$ cat config.mk
export PLATFORM = sky130hd
export DESIGN_NAME = eth_fcs_check
export DESIGN_NICKNAME = d
export VERILOG_FILES = /design/src/rtl/eth_fcs_check.sv
export SDC_FILE = /design/constraint.sdc
export NUM_CORES = 1
export LEC_CHECK = 0
export BUFFER_PORTS_ARGS = -buffer_cell sky130_fd_sc_hd__buf_2
export CAP_MARGIN = 20
export CORE_MARGIN = 4
export CORE_UTILIZATION = 68
export CTS_BUF_LIST = sky130_fd_sc_hd__clkbuf_4
export DETAILED_ROUTE_END_ITERATION = 12
export PLACE_DENSITY = 0.88
export SLEW_MARGIN = 20
export SYNTH_ARGS = -nofsm -noshare
export SYNTH_HDL_FRONTEND = slang
export SYNTH_SLANG_ARGS = --single-unit
$ cat constraint.sdc
create_clock -name clk -period 8.7 [get_ports clk]
set_input_delay 0.435 -clock clk [delete_from_list [all_inputs] [get_ports clk]]
set_output_delay 0.435 -clock clk [all_outputs]
set_load 0.01 [all_outputs]
$ cat src/rtl/eth_fcs_check.sv
// Receive-side Ethernet FCS checker: CRC-32 residue check and FCS stripping
// through a 4-byte delay line, with per-frame status reporting.
module eth_fcs_check #(
    parameter int LEN_W = 16
) (
    input  logic             clk,
    input  logic             reset,
    input  logic [7:0]       rx_data,
    input  logic             rx_valid,
    input  logic             rx_sof,
    input  logic             rx_eof,
    output logic [7:0]       out_data,
    output logic             out_valid,
    output logic             out_eof,
    output logic             frame_done,
    output logic             frame_ok,
    output logic             fcs_err,
    output logic             runt,
    output logic             abort,
    output logic [LEN_W-1:0] frame_len
);

    typedef enum logic [1:0] {IDLE, FILL, STREAM} state_t;

    localparam logic [31:0] CRC_INIT = 32'hFFFF_FFFF;
    localparam logic [31:0] RESIDUE  = 32'hDEBB_20E3;

    function automatic logic [31:0] crc_byte(input logic [31:0] c,
                                             input logic [7:0]  d);
        logic [31:0] r;
        r = c ^ {24'h0, d};
        for (int i = 0; i < 8; i++)
            r = r[0] ? ((r >> 1) ^ 32'hEDB8_8320) : (r >> 1);
        return r;
    endfunction

    state_t            state_q, state_d;
    logic [1:0]        held_q, held_d;
    logic [31:0]       dl_q, dl_d;
    logic [31:0]       crc_q, crc_d;
    logic [LEN_W-1:0]  len_q, len_d;
    logic [7:0]        odata_q, odata_d;
    logic              ovalid_q, ovalid_d;
    logic              oeof_q, oeof_d;
    logic              done_q, done_d;
    logic              ok_q, ok_d;
    logic              err_q, err_d;
    logic              runt_q, runt_d;
    logic              abort_q, abort_d;
    logic [LEN_W-1:0]  flen_q, flen_d;

    logic [31:0]       crc_upd;
    logic [LEN_W-1:0]  len_inc;

    assign crc_upd = crc_byte(rx_sof ? CRC_INIT : crc_q, rx_data);
    assign len_inc = (len_q == '1) ? len_q : len_q + 1'b1;

    always_comb begin
        state_d  = state_q;
        held_d   = held_q;
        dl_d     = dl_q;
        crc_d    = crc_q;
        len_d    = len_q;
        odata_d  = odata_q;
        ovalid_d = 1'b0;
        oeof_d   = 1'b0;
        done_d   = 1'b0;
        ok_d     = 1'b0;
        err_d    = 1'b0;
        runt_d   = 1'b0;
        abort_d  = 1'b0;
        flen_d   = '0;
        if (rx_valid && rx_sof) begin
            // An in-flight frame is reported as aborted; the new byte restarts.
            if (state_q != IDLE) begin
                done_d  = 1'b1;
                abort_d = 1'b1;
                flen_d  = len_q;
            end else if (rx_eof) begin
                done_d = 1'b1;
                runt_d = 1'b1;
            end
            crc_d   = crc_upd;
            len_d   = '0;
            dl_d    = {24'h0, rx_data};
            held_d  = 2'd1;
            state_d = rx_eof ? IDLE : FILL;
        end else if (rx_valid && state_q != IDLE) begin
            crc_d = crc_upd;
            dl_d  = {dl_q[23:0], rx_data};
            if (state_q == STREAM) begin
                ovalid_d = 1'b1;
                odata_d  = dl_q[31:24];
                len_d    = len_inc;
            end
            if (rx_eof) begin
                state_d = IDLE;
                done_d  = 1'b1;
                if (state_q == STREAM) begin
                    oeof_d = 1'b1;
                    flen_d = len_inc;
                    ok_d   = (crc_upd == RESIDUE);
                    err_d  = (crc_upd != RESIDUE);
                end else begin
                    runt_d = 1'b1;
                end
            end else if (state_q == FILL) begin
                held_d = held_q + 2'd1;
                if (held_q == 2'd3)
                    state_d = STREAM;
            end
        end
    end

    always_ff @(posedge clk or posedge reset) begin
        if (reset) begin
            state_q  <= IDLE;
            held_q   <= '0;
            dl_q     <= '0;
            crc_q    <= CRC_INIT;
            len_q    <= '0;
            odata_q  <= '0;
            ovalid_q <= 1'b0;
            oeof_q   <= 1'b0;
            done_q   <= 1'b0;
            ok_q     <= 1'b0;
            err_q    <= 1'b0;
            runt_q   <= 1'b0;
            abort_q  <= 1'b0;
            flen_q   <= '0;
        end else begin
            state_q  <= state_d;
            held_q   <= held_d;
            dl_q     <= dl_d;
            crc_q    <= crc_d;
            len_q    <= len_d;
            odata_q  <= odata_d;
            ovalid_q <= ovalid_d;
            oeof_q   <= oeof_d;
            done_q   <= done_d;
            ok_q     <= ok_d;
            err_q    <= err_d;
            runt_q   <= runt_d;
            abort_q  <= abort_d;
            flen_q   <= flen_d;
        end
    end

    assign out_data   = odata_q;
    assign out_valid  = ovalid_q;
    assign out_eof    = oeof_q;
    assign frame_done = done_q;
    assign frame_ok   = ok_q;
    assign fcs_err    = err_q;
    assign runt       = runt_q;
    assign abort      = abort_q;
    assign frame_len  = flen_q;

endmodule

==> impl_metrics.toml, run 1 <==
[clock_tree]
cts_resized = 0
cts-buffers-inserted = 17
htree_levels = 4
cts_tree = "built"
clockRootBuffer = "clkbuf_4"
cts_sinks = 115
postCtsSetupBuffers = 0
clk_latency_ns = 0.51
ctsHoldBuffers = 0
clk_pin_slew_ns = 0.12
cts_buffer_depth = 2

[power]
leakage_nw = 3.01
combPwrFrac_pct = 45.7
powerDensity_nw_per_um2 = 313
seqPwrFrac_pct = 37.1
p_sw_share_pct = 39.9
internal-power_w = 0.00128
switchingPower_w = 0.000848
clkPwrFrac_pct = 17.2
ir_worst_vdd_mv = 0.218

[detailed_routing]
drtIter0Drc = 362
wl_per_cell_um = 17.3
num_vias = 4759
firstDrtPassIters = 5
drtAntennaViolNets = 0
finalWirelength_um = 13700
via_per_inst = 6.02
drc = 0

[yosys]
seq_area_frac_synth_pct = 46.1
yosysTopAreaCellShare_pct = 32.8
synth_edf_count = 0
synthFlopType = "dfrtp_1"
synth_top_area_cell = "dfrtp_1"
synthTopCellsByCount = "nand2_1 (85), dfrtp_1 (83), xnor2_1 (77)"
synth.most_common_cell = "nand2_1"
async_flop_share_pct = 100
syn-num-nets = 665
avgSynthCellArea_um2 = 9.76
synth_cell_type_count = 57
ys_seq_elements = 115
synthCells = 649
ys_warn_count = 0
syn_area_um2 = 6330
yosys-top-cells-area = "dfrtp_1 (33%), dfstp_2 (13%), xnor2_1 (11%), nand2_1 (5.0%), o21ai_0 (4.6%)"

[place]
dp.cells = 759
place.detailed.hpwl_um = 9010
routabilityCongestion = 0.887
port_buffers = 43

[timing]
finalSetupViolations = 0
rsz0062_at_grt = "false"
maxSlewHeadroom_pct = 35.8
fin_skew_ns = 0.0145
period_share_pct = 39.7
fin_crit_ns = 3.45
tightestPinTransition_ns = 0.961
final-hold-violation-count = 0
fmax_mhz = 289
tns_ns = 0
drv_slew = 0

[floorplan]
die_x_um = 105
fp.coreArea_um2 = 8890
die_area_um2 = 10900
initial_core_util_pct = 71.2
die_h_um = 105
io_pins = 44
fp-row-count = 34

[global_route]
grt_pass1_wl_um = 22700
antenna_found_initial = 0
grt_overflow_total = 0
grtUsageTotal_pct = 26.0
grt_pass1_vias = 4611
grt_max_degree = 95

[cells_and_area]
multi_input_area_um2 = 3180
syn_to_final_growth_pct = 7.27
final_cells = 791
layout-drive-gt1-share_pct = 19.9
register_area_um2 = 2920
final.fill_count = 581
finalNetCount = 686
diodes = 0

[outcome]
outcome = "finished, final reports clean"

[setup_path]
start_kind = "primary input"
crit_chain = "buf_2 -> buf_4 -> nor2b_1 -> nand2_1 -> inv_1 -> nand2_1 -> inv_1 -> a32o_1"
arrival_ns = 3.85
crit_path_end_kind = "flop"
crit_slowest_cell = "nand2_1"
critPathKind = "primary input to flop"
cp_data_required_time_ns = 9.10
crit_fanout = 50
r2r.worst_path.cells = 6
max_stage_delay_ns = 0.74

[hold_path]
hold_path_class = "primary input to asynchronous set/reset pin"

[job]
drv_cap = 0
-- critical path, delay by kind of cell --
family	cells	cell delay, ns
simple gates	3	1.59
buf+inv	4	1.41
compound gates	1	0.36
-- layout make-up --
| class | count | share of cell area (%) |
|---|---|---|
| multi-input combinational | 477 | 46.8 |
| sequential | 115 | 42.9 |
| timing repair buffer | 48 | 3.72 |
| clock inverter | 15 | 1.99 |
| tap | 108 | 1.99 |
| clock buffer | 17 | 1.88 |
| inverter | 11 | 0.645 |
-- state kept, by name, summed over array words and instances (netlist names) --
register and cells:
frame_len 16, out_valid 1, frame_done 1, abort 1, fcs_err 1, out_eof 1
runt 1, frame_ok 1, dl_q 32, out_data 8, len_q 16, crc_q 32
held_q 2, state_q 2
-- cell families after synthesis --
kind of cell / count (synthesis) / synth area share (%)
fa+ha+maj: 3 / 0.593
buf+inv: 57 / 3.91
compound gates: 140 / 14.0
simple gates: 205 / 14.7
flops: 115 / 46.1
mux: 14 / 2.41
xor+xnor: 115 / 18.3
-- metal layers --
| layer | track usage [%] | share of wire, % | routed length, um |
|---|---|---|---|
| met3 | 5.59 | 6.2 | 846 |
| met4 | 11.0 | 2.2 | 306 |
| met5 | 0 | 0 | 0 |
| met2 | 43.0 | 50 | 6840 |
| met1 | 33.3 | 42 | 5670 |
-- power by group through the flow --
stage | combinational (W) | clock, W | sequential [W]
after floorplan | 0.000827 | 0 | 0.000735
after global placement | 0.000917 | 0 | 0.000790
after detailed placement | 0.000948 | 0 | 0.000796
after CTS | 0.000968 | 0.000371 | 0.000787
after global routing | 0.00106 | 0.000400 | 0.000805
final | 0.000972 | 0.000365 | 0.000789
-- final timing paths --
| kind | from | endpoint | slack (ns) |
|---|---|---|---|
| max | rx_sof | frame_len[1] | 5.25 |
| min | reset | len_q[5] | 0.01 |
| max reg2reg | state_q[1] | frame_len[1] | 5.25 |
| min reg2reg | dl_q[26] | out_data[2] | 0.48 |
| max in group asynchronous | reset | dl_q[24] | 7.53 |
| min in group clk | rx_eof | runt | 0.22 |
-- through the flow --
step           instance area, um^2  worst slack, ns  hold WS, ns  total power [W]  util [%]
3_3_place_gp                  6530             5.00        0.455          0.00171      73.5
2_1_floorplan                 6330             5.27        0.439          0.00156         -
4_1_cts                       6790             5.32       0.0286          0.00213      76.4
6_report                      6790             5.25      0.00965          0.00213      76.4
3_5_place_dp                  6530             4.82        0.463          0.00174      73.5
5_1_grt                       6790             5.01       0.0528          0.00226      76.4
-- cell usage in the layout (no fill, tap or decap), types with 10 or more instances in the layout --
cell type,synthesis,routed
nand2_1,85,85
dfrtp_1,83,83
xnor2_1,77,77
nor2_1,63,63
o21ai_0,58,58
buf_2,9,43
dfstp_2,32,32
a22o_1,26,26
xor2_1,26,26
a21oi_1,22,22
o31ai_1,19,18
clkbuf_4,0,17
inv_1,11,10
mux2_2,10,10
No activity file was read; power rests on OpenSTA's default activity.
==> inputs of run 2 (changes only) <==
--- a/config.mk
+++ b/config.mk
@@ -8,10 +8,10 @@
 export BUFFER_PORTS_ARGS = -buffer_cell sky130_fd_sc_hd__buf_2
 export CAP_MARGIN = 20
 export CORE_MARGIN = 4
-export CORE_UTILIZATION = 68
+export CORE_UTILIZATION = 63
 export CTS_BUF_LIST = sky130_fd_sc_hd__clkbuf_4
 export DETAILED_ROUTE_END_ITERATION = 12
-export PLACE_DENSITY = 0.88
+export PLACE_DENSITY = 0.83
 export SLEW_MARGIN = 20
 export SYNTH_ARGS = -nofsm -noshare
 export SYNTH_HDL_FRONTEND = slang
==> constraint.sdc (replaced) <==
create_clock -name clk -period 3.2 [get_ports clk]
set_input_delay 0.16 -clock clk [delete_from_list [all_inputs] [get_ports clk]]
set_output_delay 0.16 -clock clk [all_outputs]
set_load 0.01 [all_outputs]
==> run 2 against run 1 <==
- flip-flop and latch count stayed put
- core utilization shrank 4.7 points
- total power increased to 2.8 times the previous value
- largest power group unchanged
==> impl_metrics.toml, run 2 (synthesis results as in run 1) <==
[outcome]
outcome = "finished, final reports clean"

[cells_and_area]
layout_commonest_cell = "nand2_1"
diodes = 0
final.fill_count = 759
top_regs = "crc_q: 32 flops, dl_q: 32 flops"
layout-drive-gt1-share_pct = 19.9
most-common-layout-cells = "nand2_1 (85), dfrtp_1 (83), xnor2_1 (77), nor2_1 (63), o21ai_0 (57)"
fin_area_um2 = 7010
finalNetCount = 695
syn_to_final_growth_pct = 10.7
utilization_pct = 71.7

[power]
powerDensity_nw_per_um2 = 859
ir_worst_vdd_mv = 0.589
leakage_nw = 3.10
total_power_w = 0.00602

[detailed_routing]
wl_per_cell_um = 16.9
drtAntennaViolNets = 0
num_vias = 4718
drtIter0Drc = 232
finalWirelength_um = 13900
firstDrtPassIters = 5
via_per_inst = 5.72
drc = 0

[setup_path]
cp_data_required_time_ns = 3.69
reg2reg_to = "frame_ok"
cp_num_cells = 8
arrival_ns = 3.35
r2r-start = "crc_q[0]"
crit_fanout = 7
critPathKind = "flop to flop"
crit_chain = "xnor2_1 -> nor2_1 -> xor2_1 -> xnor3_1 -> nand2_1 -> or3b_1 -> nor4_2 -> and3_1"
start_kind = "flop"
cp_num_buf_inv = 0
crit_slowest_cell = "dfstp_2"
r2r_slack_ns = 0.34
crit_path_end_kind = "flop"
crit_end = "frame_ok"
r2r.worst_path.cells = 8
max_stage_delay_ns = 0.70
critPathTopFamily = "simple AND/OR/NAND/NOR gates"
crit_start = "crc_q[0]"

[clock_tree]
cts_buffer_depth = 2
cts_resized = 0
cts_sinks = 115
postCtsSetupBuffers = 0
cts-buffers-inserted = 17
clk_pin_slew_ns = 0.11
cts_tree = "built"
clockRootBuffer = "clkbuf_4"
htree_levels = 4
clk_latency_ns = 0.54

[global_route]
antenna_found_initial = 0
grt_pass1_wl_um = 23200
grt_pass1_vias = 4655
grtUsageTotal_pct = 25.7
grt_max_degree = 95
grt_overflow_total = 0

[timing]
final-hold-violation-count = 0
fin_crit_ns = 2.86
fin_skew_ns = 0.0165
rsz0062_at_grt = "false"
period_share_pct = 89.4
maxSlewHeadroom_pct = 31.5
tightestPinTransition_ns = 1.02
fmax_mhz = 350
drv_slew = 0
tns_ns = 0
finalSetupViolations = 0

[floorplan]
initial_core_util_pct = 64.8
die_h_um = 108
fp-row-count = 36
io_pins = 44
fp.coreArea_um2 = 9770
die_area_um2 = 11700
die_x_um = 108

[job]
drv_cap = 0

[hold_path]
hold_start = "rx_data[3]"
hold_path_class = "primary input to flop"

[place]
port_buffers = 43
place.detailed.hpwl_um = 9530
routabilityCongestion = 0.932
placed_cell_area_um2 = 6600
run 2: timing repair:
action / 4_1_cts / 5_1_grt
hold buffers: 6 / 2
hold endpoints to repair: 58 / 2
endpoints found under the setup margin: 0 / 0
run 2: tightest hold or removal path, cell delays in order:
cell     delay, ns
buf_2         0.19
xnor2_1       0.22
o21ai_0       0.07
run 2: per-stage QoR:
stage | hold slack [ns] | std cells | worst slack (ns)
5_1_grt | 0.0485 | 825 | 0.179
4_1_cts | 0.00272 | 823 | 0.349
2_1_floorplan | 0.267 | 649 | 0.0489
3_5_place_dp | 0.291 | 785 | 0.246
3_3_place_gp | 0.283 | 785 | 0.413
6_report | 0.105 | 825 | 0.340
run 2: how the worst min path moves through the flow:
stage | end | cells after the start
2_1_floorplan | state_q[0] | 1
3_3_place_gp | out_data[1] | 2
3_5_place_dp | out_data[1] | 2
4_1_cts | dl_q[1] | 2
5_1_grt | dl_q[3] | 2
6_report | crc_q[11] | 3
run 2: area by class of cell:
class / count / area (um^2) / share of cell area (%)
inverter: 11 / 43.8 / 0.625
tap: 133 / 166 / 2.37
sequential: 115 / 2920 / 41.6
timing repair buffer: 57 / 365 / 5.21
multi-input combinational: 477 / 3180 / 45.4
clock inverter: 15 / 208 / 2.96
clock buffer: 17 / 128 / 1.82
run 2: power by group:
part | leakage [nW] | internal [W] | switching, W | total, W
combinational | 1.47 | 0.00125 | 0.00140 | 0.00264
sequential | 1.46 | 0.00186 | 0.000291 | 0.00215
clock | 0.164 | 0.000624 | 0.000602 | 0.00123
run 2: per-layer routing:
| layer | track usage [%] | part of all wire, % | up-vias |
|---|---|---|---|
| met3 | 6.15 | 4.0 | 24 |
| met2 | 43.1 | 51 | 109 |
| li1 | - | - | 2268 |
| met1 | 33.1 | 44 | 2317 |
| met4 | 8.30 | 1.6 | 0 |
| met5 | 0 | 0 | - |
==> inputs of run 3 (changes only) <==
--- a/config.mk
+++ b/config.mk
@@ -5,7 +5,7 @@
 export SDC_FILE = /design/constraint.sdc
 export NUM_CORES = 1
 export LEC_CHECK = 0
-export BUFFER_PORTS_ARGS = -buffer_cell sky130_fd_sc_hd__buf_2
+export BUFFER_PORTS_ARGS = -buffer_cell sky130_fd_sc_hd__buf_4
 export CAP_MARGIN = 20
 export CORE_MARGIN = 4
 export CORE_UTILIZATION = 63
==> constraint.sdc (replaced) <==
create_clock -name clk -period 3.2 [get_ports clk]
set_input_delay 0.32 -clock clk [delete_from_list [all_inputs] [get_ports clk]]
set_output_delay 0.32 -clock clk [all_outputs]
set_load 0.01 [all_outputs]
==> run 3 against run 2 <==
- combinational power about the same
- clock-buffer cell count increased by 2
- cell count decreased by 0.73%
- fmax decreased by 1.4%
- register-to-register slack got worse by 0.04 ns
- flip-flop and latch count unchanged
- setup slack got worse by 0.041 ns
- clock power decreased by 6%
- sequential power about the same
- global-route usage decreased by 0.69 points
- design area increased by 0.27%
- largest cell class unchanged
- largest power group unchanged
==> impl_metrics.toml, run 3 (synthesis results as in run 1) <==
[outcome]
outcome = "finished, final reports clean"

[detailed_routing]
via_per_inst = 5.70
drtAntennaViolNets = 0
num_vias = 4666
wl_per_cell_um = 16.4
drtIter0Drc = 330
firstDrtPassIters = 5
drc = 0
finalWirelength_um = 13400

[timing]
finalSetupViolations = 0
final-hold-violation-count = 0
fin_ws_ns = 0.299
tightestPinTransition_ns = 0.768
fin_skew_ns = 0.0195
rsz0062_at_grt = "false"
fmax_mhz = 345
maxSlewHeadroom_pct = 48.7
holdWs_ns = 0.0558
drv_slew = 0
period_share_pct = 90.6
fin_crit_ns = 2.90
tns_ns = 0

[setup_path]
critPathKind = "flop to flop"
critPathTopFamily = "XOR/XNOR gates"
cp_num_buf_inv = 0
r2r-start = "crc_q[0]"
arrival_ns = 3.34
crit_start = "crc_q[0]"
crit_path_frequent_cell = "xnor2_1"
start_kind = "flop"
crit_fanout = 7
crit_path_end_kind = "flop"
crit_chain = "xnor2_1 -> nor2_2 -> xnor2_4 -> xnor2_1 -> xnor2_1 -> o21ai_1 -> nor4_2 -> and3_1"
reg2reg_to = "frame_ok"
r2r.worst_path.cells = 8
cp_data_required_time_ns = 3.64
crit_slowest_cell = "dfstp_2"
r2r_slack_ns = 0.30
max_stage_delay_ns = 0.67

[clock_tree]
clk_latency_ns = 0.52
htree_levels = 4
cts-buffers-inserted = 17
clk_pin_slew_ns = 0.10
cts_buffer_depth = 2
postCtsSetupBuffers = 0
clockRootBuffer = "clkbuf_4"
cts_tree = "built"
cts_sinks = 115

[floorplan]
die_x_um = 108
fp-row-count = 36
die_area_um2 = 11700
die_h_um = 108
initial_core_util_pct = 64.8
io_pins = 44
fp.coreArea_um2 = 9770

[cells_and_area]
layout-drive-gt1-share_pct = 19.7
diodes = 0
finalNetCount = 689
syn_to_final_growth_pct = 11.0
layout_commonest_cell = "nand2_1"
top_regs = "crc_q: 32 flops, dl_q: 32 flops"
most-common-layout-cells = "nand2_1 (85), dfrtp_1 (83), xnor2_1 (77), nor2_1 (63), o21ai_0 (58)"

[global_route]
antenna_found_initial = 0
grt_pass1_vias = 4583
grtUsageTotal_pct = 25.1
grt_pass1_wl_um = 22600
grt_max_degree = 95
grt_overflow_total = 0

[job]
drv_cap = 0

[hold_path]
min_delay_path_depth = 2
hold_start = "rx_eof"
holdPathEnd = "state_q[0]"
hold_path_class = "primary input to flop"

[power]
ir_worst_vdd_mv = 0.637
leakage_nw = 3.07
powerDensity_nw_per_um2 = 847
total_power_w = 0.00595

[place]
port_buffers = 43
routabilityCongestion = 0.953
place.detailed.hpwl_um = 9430
dp_slack_ns = 0.207
[run 3: worst max path at each step]
stage,slack [ns],cells past startpoint,endpoint
2_1_floorplan,0.73,9,frame_ok
3_3_place_gp,0.39,8,frame_ok
3_5_place_dp,0.21,9,frame_len[2]
4_1_cts,0.32,8,frame_ok
5_1_grt,0.15,8,frame_ok
6_report,0.30,8,frame_ok
[run 3: timing repair]
item / 4_1_cts / 5_1_grt
hold buffers: 1 / 0
setup endpoints to repair: 0 / 0
endpoints found under the hold margin: 32 / 0
gates resized for setup: 0 / 0
[run 3: per-layer routing]
| metal | share of wire (%) | track usage [%] | vias to the layer above |
|---|---|---|---|
| li1 | - | - | 2249 |
| met1 | 43 | 31.7 | 2236 |
| met2 | 50 | 42.6 | 158 |
| met3 | 5.2 | 5.67 | 23 |
| met4 | 2.0 | 8.66 | 0 |
| met5 | 0 | 0 | - |
[run 3: cell type report]
type | count | area, um^2
clock buffers | 19 | 143
clock inverters | 13 | 165
repair buffers | 51 | 410
flip-flops and latches | 115 | 2920
fillers | 717 | 2750
multi-input cells | 477 | 3180
inverters | 11 | 45.0
well taps | 133 | 166
[run 3: metrics by stage]
step,utilization (%),cell area [um^2],cells
6_report,71.9,7030,819
5_1_grt,71.9,7030,819
4_1_cts,71.9,7030,819
3_5_place_dp,68.7,6710,786
3_3_place_gp,68.7,6710,786
2_1_floorplan,-,6340,649
[run 3: power breakdown]
group          total, W  switching, W  internal [W]
combinational   0.00266       0.00141       0.00125
clock           0.00116      0.000533      0.000623
sequential      0.00214      0.000280       0.00186
total           0.00595       0.00222       0.00373
[run 3: worst reg2reg max path, stage by stage (launching register included)]
cell	delay, ns
dfstp_2	0.67
xnor2_1	0.11
nor2_2	0.30
xnor2_4	0.17
xnor2_1	0.53
xnor2_1	0.24
o21ai_1	0.13
nor4_2	0.46
and3_1	0.23
